**config.mk**
```make
export PLATFORM = sky130hd
export DESIGN_NAME = freq_meter_ctrl_flat
export DESIGN_NICKNAME = d
export VERILOG_FILES = /design/src/rtl/freq_meter_ctrl_if.sv /design/src/rtl/freq_meter_ctrl.sv /design/src/flat_wrapper.sv
export SDC_FILE = /design/constraint.sdc
export NUM_CORES = 1
export LEC_CHECK = 0
export CAP_MARGIN = 20
export CORE_AREA = 4 4 107 109
export DETAILED_ROUTE_END_ITERATION = 8
export DIE_AREA = 0 0 111 113
export GPL_TIMING_DRIVEN = 0
export PLACE_DENSITY_LB_ADDON = 0.05
export SYNTH_ARGS = -nofsm -noshare
export SYNTH_HDL_FRONTEND = slang
export SYNTH_SLANG_ARGS = --single-unit
```
**constraint.sdc**
```tcl
create_clock -name Clk -period 2.3 [get_ports Clk]
set_input_delay 0.345 -clock Clk [delete_from_list [all_inputs] [get_ports Clk]]
set_output_delay 0.345 -clock Clk [all_outputs]
set_load 0.01 [all_outputs]
```
**src/rtl/freq_meter_ctrl_if.sv**
```systemverilog
// Frequency-meter control bus. The Gate_Sel line exists only when GATE_SEL_EN is defined.
interface freq_meter_ctrl_if #(
  parameter int unsigned CNT_W = 32
);
  logic             Start;
  logic             Abort;
  logic             Sig_In;
  logic             Gate_Signal;
  logic             Busy;
  logic [CNT_W-1:0] Result;
  logic             Result_Valid;
  logic             Overflow;
`ifdef GATE_SEL_EN
  logic [1:0]       Gate_Sel;
`endif

  modport master (
`ifdef GATE_SEL_EN
    output Gate_Sel,
`endif
    output Start, Abort, Sig_In,
    input  Gate_Signal, Busy, Result, Result_Valid, Overflow
  );

  modport slave (
`ifdef GATE_SEL_EN
    input  Gate_Sel,
`endif
    input  Start, Abort, Sig_In,
    output Gate_Signal, Busy, Result, Result_Valid, Overflow
  );
endinterface

```
**src/rtl/freq_meter_ctrl.sv**
```systemverilog
// Gate-window measurement sequencer: counts synchronised rising edges of Sig_In over GATE_CYCLES clocks.
// Optional GATE_SEL_EN adds Gate_Sel to pick GATE_CYCLES / 1, 10, 100 or 1000.
module freq_meter_ctrl #(
  parameter int unsigned GATE_CYCLES = 100000000,
  parameter int unsigned CNT_W       = 32
) (
  input logic                Clk,
  input logic                Rst_n,
  freq_meter_ctrl_if.slave   bus
);

  localparam int unsigned GW = 28;
  localparam logic [GW-1:0] LIM0 = GW'(GATE_CYCLES);

  typedef enum logic [1:0] {IDLE, ARM, GATE, DONE} state_t;

  state_t           state, next_state;
  logic             sync1, sync2, sync3;
  logic             edge_det;
  logic [GW-1:0]    gate_cnt, gate_nxt;
  logic [CNT_W-1:0] edge_cnt, edge_nxt;
  logic             ovf, ovf_nxt;
  logic             gate_q;
  logic [CNT_W-1:0] result_q;
  logic             overflow_q;
  logic             busy, result_valid;
  logic [GW-1:0]    limit;

`ifdef GATE_SEL_EN
  // Divided lengths are clamped to one cycle so the terminal compare never underflows.
  localparam logic [GW-1:0] LIM1 = GW'((GATE_CYCLES / 10)   > 0 ? (GATE_CYCLES / 10)   : 1);
  localparam logic [GW-1:0] LIM2 = GW'((GATE_CYCLES / 100)  > 0 ? (GATE_CYCLES / 100)  : 1);
  localparam logic [GW-1:0] LIM3 = GW'((GATE_CYCLES / 1000) > 0 ? (GATE_CYCLES / 1000) : 1);

  always_ff @(posedge Clk or negedge Rst_n) begin
    if (!Rst_n) begin
      limit <= '0;
    end else if (state == ARM) begin
      case (bus.Gate_Sel)
        2'd0:    limit <= LIM0;
        2'd1:    limit <= LIM1;
        2'd2:    limit <= LIM2;
        default: limit <= LIM3;
      endcase
    end
  end
`else
  assign limit = LIM0;
`endif

  always_ff @(posedge Clk or negedge Rst_n) begin
    if (!Rst_n) begin
      sync1 <= 1'b0;
      sync2 <= 1'b0;
      sync3 <= 1'b0;
    end else begin
      sync1 <= bus.Sig_In;
      sync2 <= sync1;
      sync3 <= sync2;
    end
  end

  assign edge_det = sync2 & ~sync3;

  always_ff @(posedge Clk or negedge Rst_n) begin
    if (!Rst_n) state <= IDLE;
    else        state <= next_state;
  end

  always_comb begin
    next_state = state;
    case (state)
      IDLE: if (bus.Start) next_state = ARM;
      ARM:  next_state = bus.Abort ? IDLE : GATE;
      GATE: begin
        if (bus.Abort)                           next_state = IDLE;
        else if (gate_cnt == limit - GW'(1))     next_state = DONE;
      end
      DONE: next_state = IDLE;
      default: next_state = IDLE;
    endcase
  end

  always_comb begin
    busy         = (state != IDLE);
    result_valid = (state == DONE);
  end

  always_comb begin
    gate_nxt = gate_cnt;
    edge_nxt = edge_cnt;
    ovf_nxt  = ovf;
    case (state)
      ARM: begin
        gate_nxt = '0;
        edge_nxt = '0;
        ovf_nxt  = 1'b0;
      end
      GATE: begin
        gate_nxt = gate_cnt + GW'(1);
        if (edge_det) begin
          if (&edge_cnt) ovf_nxt  = 1'b1;
          else           edge_nxt = edge_cnt + CNT_W'(1);
        end
      end
      default: ;
    endcase
  end

  // Result is captured from the next-count value on entry to DONE so it is
  // already valid during the DONE cycle that drives Result_Valid.
  always_ff @(posedge Clk or negedge Rst_n) begin
    if (!Rst_n) begin
      gate_cnt   <= '0;
      edge_cnt   <= '0;
      ovf        <= 1'b0;
      gate_q     <= 1'b0;
      result_q   <= '0;
      overflow_q <= 1'b0;
    end else begin
      gate_cnt <= gate_nxt;
      edge_cnt <= edge_nxt;
      ovf      <= ovf_nxt;
      gate_q   <= (next_state == GATE);
      if (state == GATE && next_state == DONE) begin
        result_q   <= edge_nxt;
        overflow_q <= ovf_nxt;
      end
    end
  end

  assign bus.Gate_Signal  = gate_q;
  assign bus.Busy         = busy;
  assign bus.Result       = result_q;
  assign bus.Result_Valid = result_valid;
  assign bus.Overflow     = overflow_q;

endmodule

```
**src/flat_wrapper.sv**
```systemverilog
// flat-port wrapper written by rule: the top's interface ports become plain ports
module freq_meter_ctrl_flat 
#(
  parameter int unsigned GATE_CYCLES = 100000000,
  parameter int unsigned CNT_W       = 32
)
  (Clk, Rst_n, bus_Start, bus_Abort, bus_Sig_In, bus_Gate_Signal, bus_Busy, bus_Result, bus_Result_Valid, bus_Overflow);
  freq_meter_ctrl_if #(.CNT_W(CNT_W)) bus_i ();
  input logic Clk;
  input logic Rst_n;
  input wire logic [$bits(bus_i.Start)-1:0] bus_Start;
  input wire logic [$bits(bus_i.Abort)-1:0] bus_Abort;
  input wire logic [$bits(bus_i.Sig_In)-1:0] bus_Sig_In;
  output wire logic [$bits(bus_i.Gate_Signal)-1:0] bus_Gate_Signal;
  output wire logic [$bits(bus_i.Busy)-1:0] bus_Busy;
  output wire logic [$bits(bus_i.Result)-1:0] bus_Result;
  output wire logic [$bits(bus_i.Result_Valid)-1:0] bus_Result_Valid;
  output wire logic [$bits(bus_i.Overflow)-1:0] bus_Overflow;
  assign bus_i.Start = bus_Start;
  assign bus_i.Abort = bus_Abort;
  assign bus_i.Sig_In = bus_Sig_In;
  assign bus_Gate_Signal = bus_i.Gate_Signal;
  assign bus_Busy = bus_i.Busy;
  assign bus_Result = bus_i.Result;
  assign bus_Result_Valid = bus_i.Result_Valid;
  assign bus_Overflow = bus_i.Overflow;
  freq_meter_ctrl #(.GATE_CYCLES(GATE_CYCLES), .CNT_W(CNT_W)) u_core (.Clk(Clk), .Rst_n(Rst_n), .bus(bus_i));
endmodule
```
# ---- Yosys cells after proc, flatten, opt, wreduce, memory -nomap -nowiden
# Cells that the tools add are included.
dict set report classes {
  add_sub_neg 2
  n_eq_ne 6
  n_mux 12
  bitwise_logic 2
  n_reduce_logical 5
}
# op count
set op_table {}
lappend op_table {{32-bit 2-to-1 mux} 2}
lappend op_table {{32-bit case mux with 2 select lines} 1}
lappend op_table {{28-bit case mux with 2 select lines} 1}
lappend op_table {{32-bit by 1-bit adder with 32-bit output (second input constant)} 1}
lappend op_table {{32-bit AND reduction} 1}
lappend op_table {{28-bit by 1-bit adder with 28-bit output (second input constant)} 1}
lappend op_table {{28-bit by 27-bit == test with 1-bit output (second input constant)} 1}
lappend op_table {{2-bit == test (second input constant)} 4}
lappend op_table {{2-bit 2-to-1 mux} 4}
lappend op_table {{2-bit case mux with 4 select lines} 1}
lappend op_table {{2-bit nonzero test} 2}
lappend op_table {{2-bit by 1-bit == test with 1-bit output (second input constant)} 1}
lappend op_table {{2-bit logical NOT} 1}
lappend op_table {{1-bit 2-to-1 mux} 2}
lappend op_table {{1-bit case mux with 2 select lines} 1}
lappend op_table {{1-bit bitwise AND} 1}
lappend op_table {{1-bit logical AND} 1}
lappend op_table {{1-bit NOT} 1}
dict set report word_totals {
  reg_bits 100
  input_bits 5
  output_inout_bits 36
}

# ---- Longest topological paths before layout
# Gate-level depths: netlist of the first run.
dict set report logic_depth {
  word_depth 6
  depth_mapped 10
  ltp_nobuf 7
}

# ---- Worst setup path after synthesis of the first run
# No wires, ideal clock.
dict set report synth_path {
  path_kind {register -> register}
  from {register u_core.state[0]}
  to {register u_core.result_q[30] (netlist: u_core.bus.Result[30])}
  setup_ns 0.125
  t_arrival_ns 2.120
  required_time_ns 2.175
  slack_ns 0.055
  stages_incl_launch_ff 10
  period_less_slack_ns 2.245
  cell_sequence {dfrtp_1 inv_1 ha_1 buf_2 nor2_1 o31ai_1 nand4_1 dlygate4sd1_1 o21ai_0 o21ai_1}
}
dict set report synth_via {
  elab_chain_cells 5
  elab_cells_between_ends 11
  classes_between {eq/ne (4); mux (5); reduce/logical (2)}
}
# element line_no
set synth_rtl {}
lappend synth_rtl {{from (decl)} freq_meter_ctrl.sv:17} ;# state_t state, next_state;
lappend synth_rtl {{from (signal assigned)} freq_meter_ctrl.sv:67} ;# else state <= next_state;
lappend synth_rtl {{2-bit 2-to-1 mux} freq_meter_ctrl.sv:77} ;# else if (gate_cnt == limit - GW'(1)) next_state = DONE;
lappend synth_rtl {{2-bit 2-to-1 mux} freq_meter_ctrl.sv:76} ;# if (bus.Abort) next_state = IDLE;
lappend synth_rtl {{2-bit case mux with 4 select lines} freq_meter_ctrl.sv:72} ;# case (state)
lappend synth_rtl {{2-bit == test} freq_meter_ctrl.sv:125} ;# if (state == GATE && next_state == DONE) begin
lappend synth_rtl {{1-bit logical AND} freq_meter_ctrl.sv:125}
lappend synth_rtl {{to (signal assigned)} freq_meter_ctrl.sv:126} ;# result_q <= edge_nxt;
lappend synth_rtl {{to (decl)} freq_meter_ctrl.sv:24} ;# logic [CNT_W-1:0] result_q;
# Parallel ways exist; a longest one is shown, timed or not.
# A chain may end at the register's enable or synchronous reset.

# ---- Worst setup path after layout of the first run
dict set report layout_path {
  from {register u_core.gate_cnt[1]}
  to {register u_core.result_q[8] (netlist: u_core.bus.Result[8])}
}
dict set report layout_via {
  elab_chain_cells 6
}
# element line_no
set layout_rtl {}
lappend layout_rtl {{from (decl)} freq_meter_ctrl.sv:20} ;# logic [GW-1:0] gate_cnt, gate_nxt;
lappend layout_rtl {{from (signal assigned)} freq_meter_ctrl.sv:121} ;# gate_cnt <= gate_nxt;
lappend layout_rtl {{28-bit by 27-bit == test with 1-bit output} freq_meter_ctrl.sv:77}
lappend layout_rtl {{2-bit 2-to-1 mux} freq_meter_ctrl.sv:77}
lappend layout_rtl {{2-bit 2-to-1 mux} freq_meter_ctrl.sv:76}
lappend layout_rtl {{2-bit case mux with 4 select lines} freq_meter_ctrl.sv:72}
lappend layout_rtl {{2-bit == test} freq_meter_ctrl.sv:125}
lappend layout_rtl {{1-bit logical AND} freq_meter_ctrl.sv:125}
# No other way between the ends.

==> flow_metrics.tcl, run 1 <==
set metrics [dict create \
    fin_hold_ws_ns 0.376 \
    vdd_drop_max_mv 0.429 \
    dieArea_um2 12500 \
    synthFlopType "dfrtp_1" \
    finalSetupViolCount 0 \
    grt_overflow 0 \
    root_buffer "clkbuf_8" \
    antenna_found_initial 0 \
    clkLatencyLatePin_ns 0.37 \
    grt_pass1_wl_um 20700 \
    synthCells 519 \
    synth_edf_count 0 \
    whs_endpoint "u_core.sync2" \
    worstPathMaxFanout 8 \
    grt_max_degree 65 \
    grt_util_all_layers_pct 20.5 \
    netlist_area_um2 5100 \
    r2r_cells 6 \
    antenna_cells 0 \
    cts_htree_levels 3 \
    min_period_over_period_pct 96.5 \
    synth_seq_area_share_pct 49.0 \
    die_y_um 113 \
    num_rows 38 \
    cp.buffers_inverters 0 \
    drtIter0Drc 240 \
    ys_ff_latch 100 \
    final-instance-count-excl-fill 741 \
    skew_ns 0.0107 \
    fmax_mhz 450 \
    dr.pass1.iters 5 \
    ff2ff_setup_slack_ns 0.08 \
    finalHoldViolCount 0 \
    syn_avg_cell_area_um2 9.83 \
    vias 4317 \
    wl_per_cell_um 17.1 \
    slowest_delay_ns 0.61 \
    fill_cells 895 \
    cts_buffers 9 \
    drive_above_1_share_pct 16.6 \
    hold_path.class "flop to flop" \
    min_period_ns 2.22 \
    crit_path_end_kind "flop" \
    tritoncts "built" \
    p_per_area_nw_per_um2 586 \
    synth_nets 531 \
    leakage_uw 0.00258 \
    worstPathArrival_ns 2.47 \
    critical-path-top-delay-family "simple AND/OR/NAND/NOR gates" \
    cp-start-kind "flop" \
    grt_pass1_vias 4207 \
    layout.nets 608 \
    clock_path_buffers 2 \
    worstSetupPathType "flop to flop" \
    r2r_end "u_core.bus.Result[8]" \
    timing_worst_slew_pin_value_ns 0.606 \
    ant_nets 0 \
    ys_async_sr_fraction_pct 100 \
    place_hpwl_um 8920 \
    required_ns 2.55 \
    min_from "u_core.sync1" \
    status "completed" \
    whs_path_depth 0 \
    post-route-drc-count 0 \
    netlist-cell-type-count 66 \
    max_cap_viol_count 0 \
    coreArea_um2 10600 \
    port_buffers 40 \
    cp_slowest_cell "or4_4" \
    syn_to_final_growth_pct 22.0 \
    clk_pin_slew_ns 0.09 \
    io_pins 41 \
    slew_headroom_pct 59.3 \
    routed_wl_um 12700 \
    ys_warn_count 0 \
    die_width_um 111 \
    drv_slew 0 \
    dp.cells 700 \
    cts_sinks 100 \
    place_congestion 0.896 \
    reg2reg_from "u_core.gate_cnt[1]" \
    crit_chain "ha_4, nand3_4, or4_4, o21a_4, nor2_8, mux2_1" \
    vias_per_cell 5.83 \
    initial_core_util_pct 48.1 \
]
## cells by family after synthesis
kind of cell | count (synthesis) | share of synthesized area, %
simple gates | 211 | 24.1
compound gates | 134 | 16.0
flops | 100 | 49.0
buf+inv | 37 | 3.90
xor+xnor | 27 | 4.63
fa+ha+maj | 7 | 1.72
mux | 3 | 0.613
## synth_stat cells (3+ instances only)
cell type | count | area, µm²
a21oi_1 | 40 | 200
a31oi_1 | 17 | 106
and3_1 | 12 | 75.1
and4_1 | 4 | 35.0
buf_6 | 5 | 56.3
clkbuf_1 | 10 | 37.5
dfrtp_1 | 100 | 2500
ha_1 | 7 | 87.6
inv_1 | 16 | 60.1
nand2_1 | 31 | 116
nand3_1 | 23 | 115
nand3b_1 | 3 | 22.5
nand4_1 | 23 | 144
nor2_1 | 45 | 169
nor2b_1 | 4 | 25.0
nor3_1 | 13 | 65.1
nor3b_1 | 3 | 22.5
nor4_1 | 6 | 37.5
nor4_2 | 4 | 50.1
o21ai_0 | 31 | 155
o21ai_1 | 17 | 85.1
o22ai_1 | 3 | 18.8
o31ai_1 | 6 | 45.0
o41ai_1 | 4 | 35.0
or3_1 | 14 | 87.6
or4_1 | 5 | 37.5
xnor2_1 | 15 | 131
xor2_1 | 12 | 105
## metrics by stage
step                utilization (%)  power [µW]  setup slack (ns)  setup TNS, ns  area [µm²]
global placement               53.6        2540             -2.96        -308.60        5680
global route                   58.7        3850          -0.00445       -0.00586        6230
floorplan                         -        2280            0.0552              0        5100
detailed placement             53.8        2560            -0.424         -16.58        5700
finish                         58.7        3650            0.0794              0        6230
CTS                            57.0        3660           0.00455              0        6040
## how the worst max path moves through the flow
stage / slack, ns / end / startpoint / cells after the start
after detailed placement: -0.42 / u_core.bus.Result[18] / u_core.state[0] / 9
after CTS: 0.005 / u_core.bus.Result[11] / u_core.state[0] / 8
after global placement: -2.96 / u_core.gate_cnt[14] / Rst_n / 1
after global routing: -0.004 / u_core.bus.Result[30] / u_core.state[0] / 10
final: 0.08 / u_core.bus.Result[8] / u_core.gate_cnt[1] / 6
after floorplan: 0.06 / u_core.bus.Result[30] / u_core.state[0] / 9
## flip-flops by register name, summed over array words and instances (netlist names)
signal,cells
u_core.bus.Gate_Signal,1
u_core.bus.Overflow,1
u_core.bus.Result,32
u_core.edge_cnt,32
u_core.gate_cnt,28
u_core.ovf,1
u_core.state,2
u_core.sync1,1
u_core.sync2,1
u_core.sync3,1
## cell type report
| class | instances | area [µm²] | area share (%) |
|---|---|---|---|
| multi-input cells | 382 | 2530 | 40.7 |
| flip-flops and latches | 100 | 2510 | 40.3 |
| repair buffers | 66 | 616 | 9.89 |
| well taps | 140 | 175 | 2.81 |
| clock buffers | 13 | 159 | 2.55 |
| plain buffers | 21 | 153 | 2.45 |
| inverters | 16 | 60.1 | 0.965 |
| clock inverters | 3 | 21.3 | 0.342 |
## layer usage
metal | part of all wire [%] | global-route usage [%] | vias up
met1 | 43 | 25.0 | 2151
met3 | 3.4 | 4.01 | 15
met5 | 0 | 0 | -
met2 | 52 | 35.9 | 78
met4 | 1.8 | 8.05 | 0
li1 | - | - | 2073
## report_power, final
part	switching (µW)	internal (µW)
sequential	22.9	1790
combinational	538	258
clock	591	454
## cells in the final DEF, fill, tap and decap left out, drive strengths merged, types with 14 or more instances in the layout
cell type,instances
nor2,46
xnor2,15
or3,14
nand3,24
dfrtp,100
o21ai,49
inv,16
a31oi,18
buf,33
nand4,24
nor3,14
nand2,32
clkbuf,27
clkdlybuf4s50,39
a21oi,40
## repair_timing
item | CTS | global route
setup endpoints to repair | 69 | 56
hold buffers | 1 | 0
hold endpoints to repair | 36 | 0
gates resized for setup | 14 | 26
buffers inserted | 12 | 12
pin swaps | 7 | 9
Power figures use the tool's default switching activity.
==> run 2, diff against run 1 <==
--- a/config.mk
+++ b/config.mk
@@ -6,9 +6,9 @@
 export NUM_CORES = 1
 export LEC_CHECK = 0
 export CAP_MARGIN = 20
-export CORE_AREA = 4 4 107 109
+export CORE_AREA = 2 2 105 107
 export DETAILED_ROUTE_END_ITERATION = 8
-export DIE_AREA = 0 0 111 113
+export DIE_AREA = 0 0 107 109
 export GPL_TIMING_DRIVEN = 0
 export PLACE_DENSITY_LB_ADDON = 0.05
 export SYNTH_ARGS = -nofsm -noshare
==> run 2 against run 1 <==
Net effect:
- clock skew fell by 0.0019 ns
- fmax fell by 2.1%
- critical endpoint unchanged
- hold slack got worse by 0.015 ns
- combinational power barely moved
- design area rose by 1.0%
- critical path type unchanged
- clock power rose by 15%
- sequential share of layout area fell by 0.38 points
- highest routed layer unchanged
- critical path depth fell by 1
- worst setup slack got worse by 0.047 ns
- first-iteration DRC count fell by 48%
- sequential power barely moved
- cell count rose by 1.2%
- largest power group unchanged
==> flow_metrics.tcl, run 2 (same netlist as run 1, synthesis figures left out) <==
set metrics [dict create \
    vias 4321 \
    clk_pin_slew_ns 0.10 \
    required_ns 2.56 \
    place_hpwl_um 8820 \
    total_power_uw 3820 \
    grt_pass1_wl_um 20600 \
    initial_core_util_pct 48.1 \
    coreArea_um2 10600 \
    tritoncts "built" \
    grt_overflow 0 \
    antenna_found_initial 0 \
    place_congestion 0.853 \
    p_comb_share_pct 20.9 \
    dp.cells 700 \
    finalSetupViolCount 0 \
    io_pins 41 \
    dr.pass1.iters 6 \
    layout.nets 618 \
    finalHoldViolCount 0 \
    cts_sinks 100 \
    root_buffer "clkbuf_8" \
    r2r_end "u_core.bus.Result[8]" \
    leakage_uw 0.00264 \
    port_buffers 40 \
    die_width_um 107 \
    grt_max_degree 65 \
    post-route-drc-count 0 \
    drv_slew 0 \
    die_y_um 109 \
    drive_above_1_share_pct 18.0 \
    slew_headroom_pct 52.1 \
    swShare_pct 30.3 \
    grt_util_all_layers_pct 22.6 \
    cts_buffers 9 \
    skew_ns 0.00876 \
    mostFrequentLayoutCell "dfrtp_1" \
    num_rows 38 \
    worstPathArrival_ns 2.53 \
    final_util_pct 59.3 \
    r2r_cells 5 \
    routed_wl_um 12400 \
    clkLatencyLatePin_ns 0.37 \
    fill_cells 928 \
    syn_to_final_growth_pct 23.2 \
    cts_htree_levels 3 \
    final-instance-count-excl-fill 750 \
    vias_per_cell 5.76 \
    p_sw_uw 1160 \
    max_cap_viol_count 0 \
    p_per_area_nw_per_um2 608 \
    crit_path_end_kind "flop" \
    p_seq_share_pct 47.3 \
    hold_path.class "flop to flop" \
    rsz0062_at_grt "true" \
    vdd_drop_max_mv 0.534 \
    drtIter0Drc 126 \
    p_clk_share_pct 31.7 \
    endpoint "u_core.bus.Result[8]" \
    timing_worst_slew_pin_value_ns 0.712 \
    ant_nets 0 \
    wl_per_cell_um 16.5 \
    worstPathMaxFanout 8 \
    fmax_mhz 441 \
    layout_common_cells "95 x dfrtp_1, 45 x nor2_1, 40 x a21oi_1, 39 x clkdlybuf4s50_1, 36 x buf_4" \
    status "completed" \
    antenna_cells 0 \
    dieArea_um2 11700 \
    ff2ff_setup_slack_ns 0.03 \
    cp-startpoint "u_core.gate_cnt[9]" \
    reg2reg_from "u_core.gate_cnt[9]" \
    grt_pass1_vias 4247 \
    cellInternalPower_uw 2660 \
    min_period_over_period_pct 98.6 \
    worstSetupPathType "flop to flop" \
    min_period_ns 2.27 \
    cp-start-kind "flop" \
    clock_path_buffers 2 \
]
## run 2: repair_timing
action	CTS	global route
setup endpoints to repair	73	75
pin swaps	5	16
resized for setup	10	29
hold buffers	1	0
endpoints found under the hold margin	36	0
setup buffers	11	23
## run 2: worst min-delay path by stage
| stage | cells after the start | slack (ns) | to | start |
|---|---|---|---|---|
| after global placement | 0 | 0.35 | u_core.sync2 | u_core.sync1 |
| after detailed placement | 0 | 0.34 | u_core.sync2 | u_core.sync1 |
| after CTS | 0 | 0.36 | u_core.sync2 | u_core.sync1 |
| final | 0 | 0.36 | u_core.sync2 | u_core.sync1 |
| after global routing | 1 | 0.38 | u_core.sync1 | bus_Sig_In |
| after floorplan | 0 | 0.05 | u_core.bus.Gate_Signal | Rst_n |
## run 2: final cells by class
class | count | area [µm²] | share of cell area, %
Buffer | 21 | 146 | 2.33
Sequential cell | 100 | 2510 | 39.9
Multi-Input combinational cell | 382 | 2490 | 39.7
Clock inverter | 6 | 88.8 | 1.41
Tap cell | 140 | 175 | 2.79
Inverter | 16 | 60.1 | 0.955
Timing Repair Buffer | 76 | 691 | 11.0
Clock buffer | 9 | 124 | 1.97
## run 2: power by group through the flow
stage | Clock (µW) | Combinational [µW] | Sequential (µW)
6_report | 1210 | 800 | 1810
3_3_place_gp | 0 | 692 | 1850
3_5_place_dp | 0 | 714 | 1850
5_1_grt | 1320 | 891 | 1810
4_1_cts | 1260 | 765 | 1810
2_1_floorplan | 0 | 430 | 1850
## run 2: routing by layer
metal	vias to the layer above	global-route usage (%)	part of all wire [%]	routed length [µm]
li1	2092	-	-	-
met1	2146	28.1	43	5380
met4	0	7.33	1.4	167
met3	11	4.00	3.0	375
met2	72	40.1	52	6450
met5	-	0	0	0
## run 2: worst max-delay path: stages (launching register included)
cell	delay [ns]
dfrtp_1	0.44
or3b_1	0.38
or4_4	0.59
o21a_4	0.28
nor2_8	0.16
mux2_4	0.31
## run 2: per-stage QoR
stage               worst slack (ns)  TNS (ns)  hold WS, ns  area (µm²)
finish                        0.0321         0        0.362        6290
CTS                          0.00434         0        0.361        6050
floorplan                     0.0552         0       0.0494        5100
global route                 -0.0469    -0.262        0.382        6290
global placement               -2.96   -309.55        0.346        5680
detailed placement            -0.441    -17.71        0.338        5700
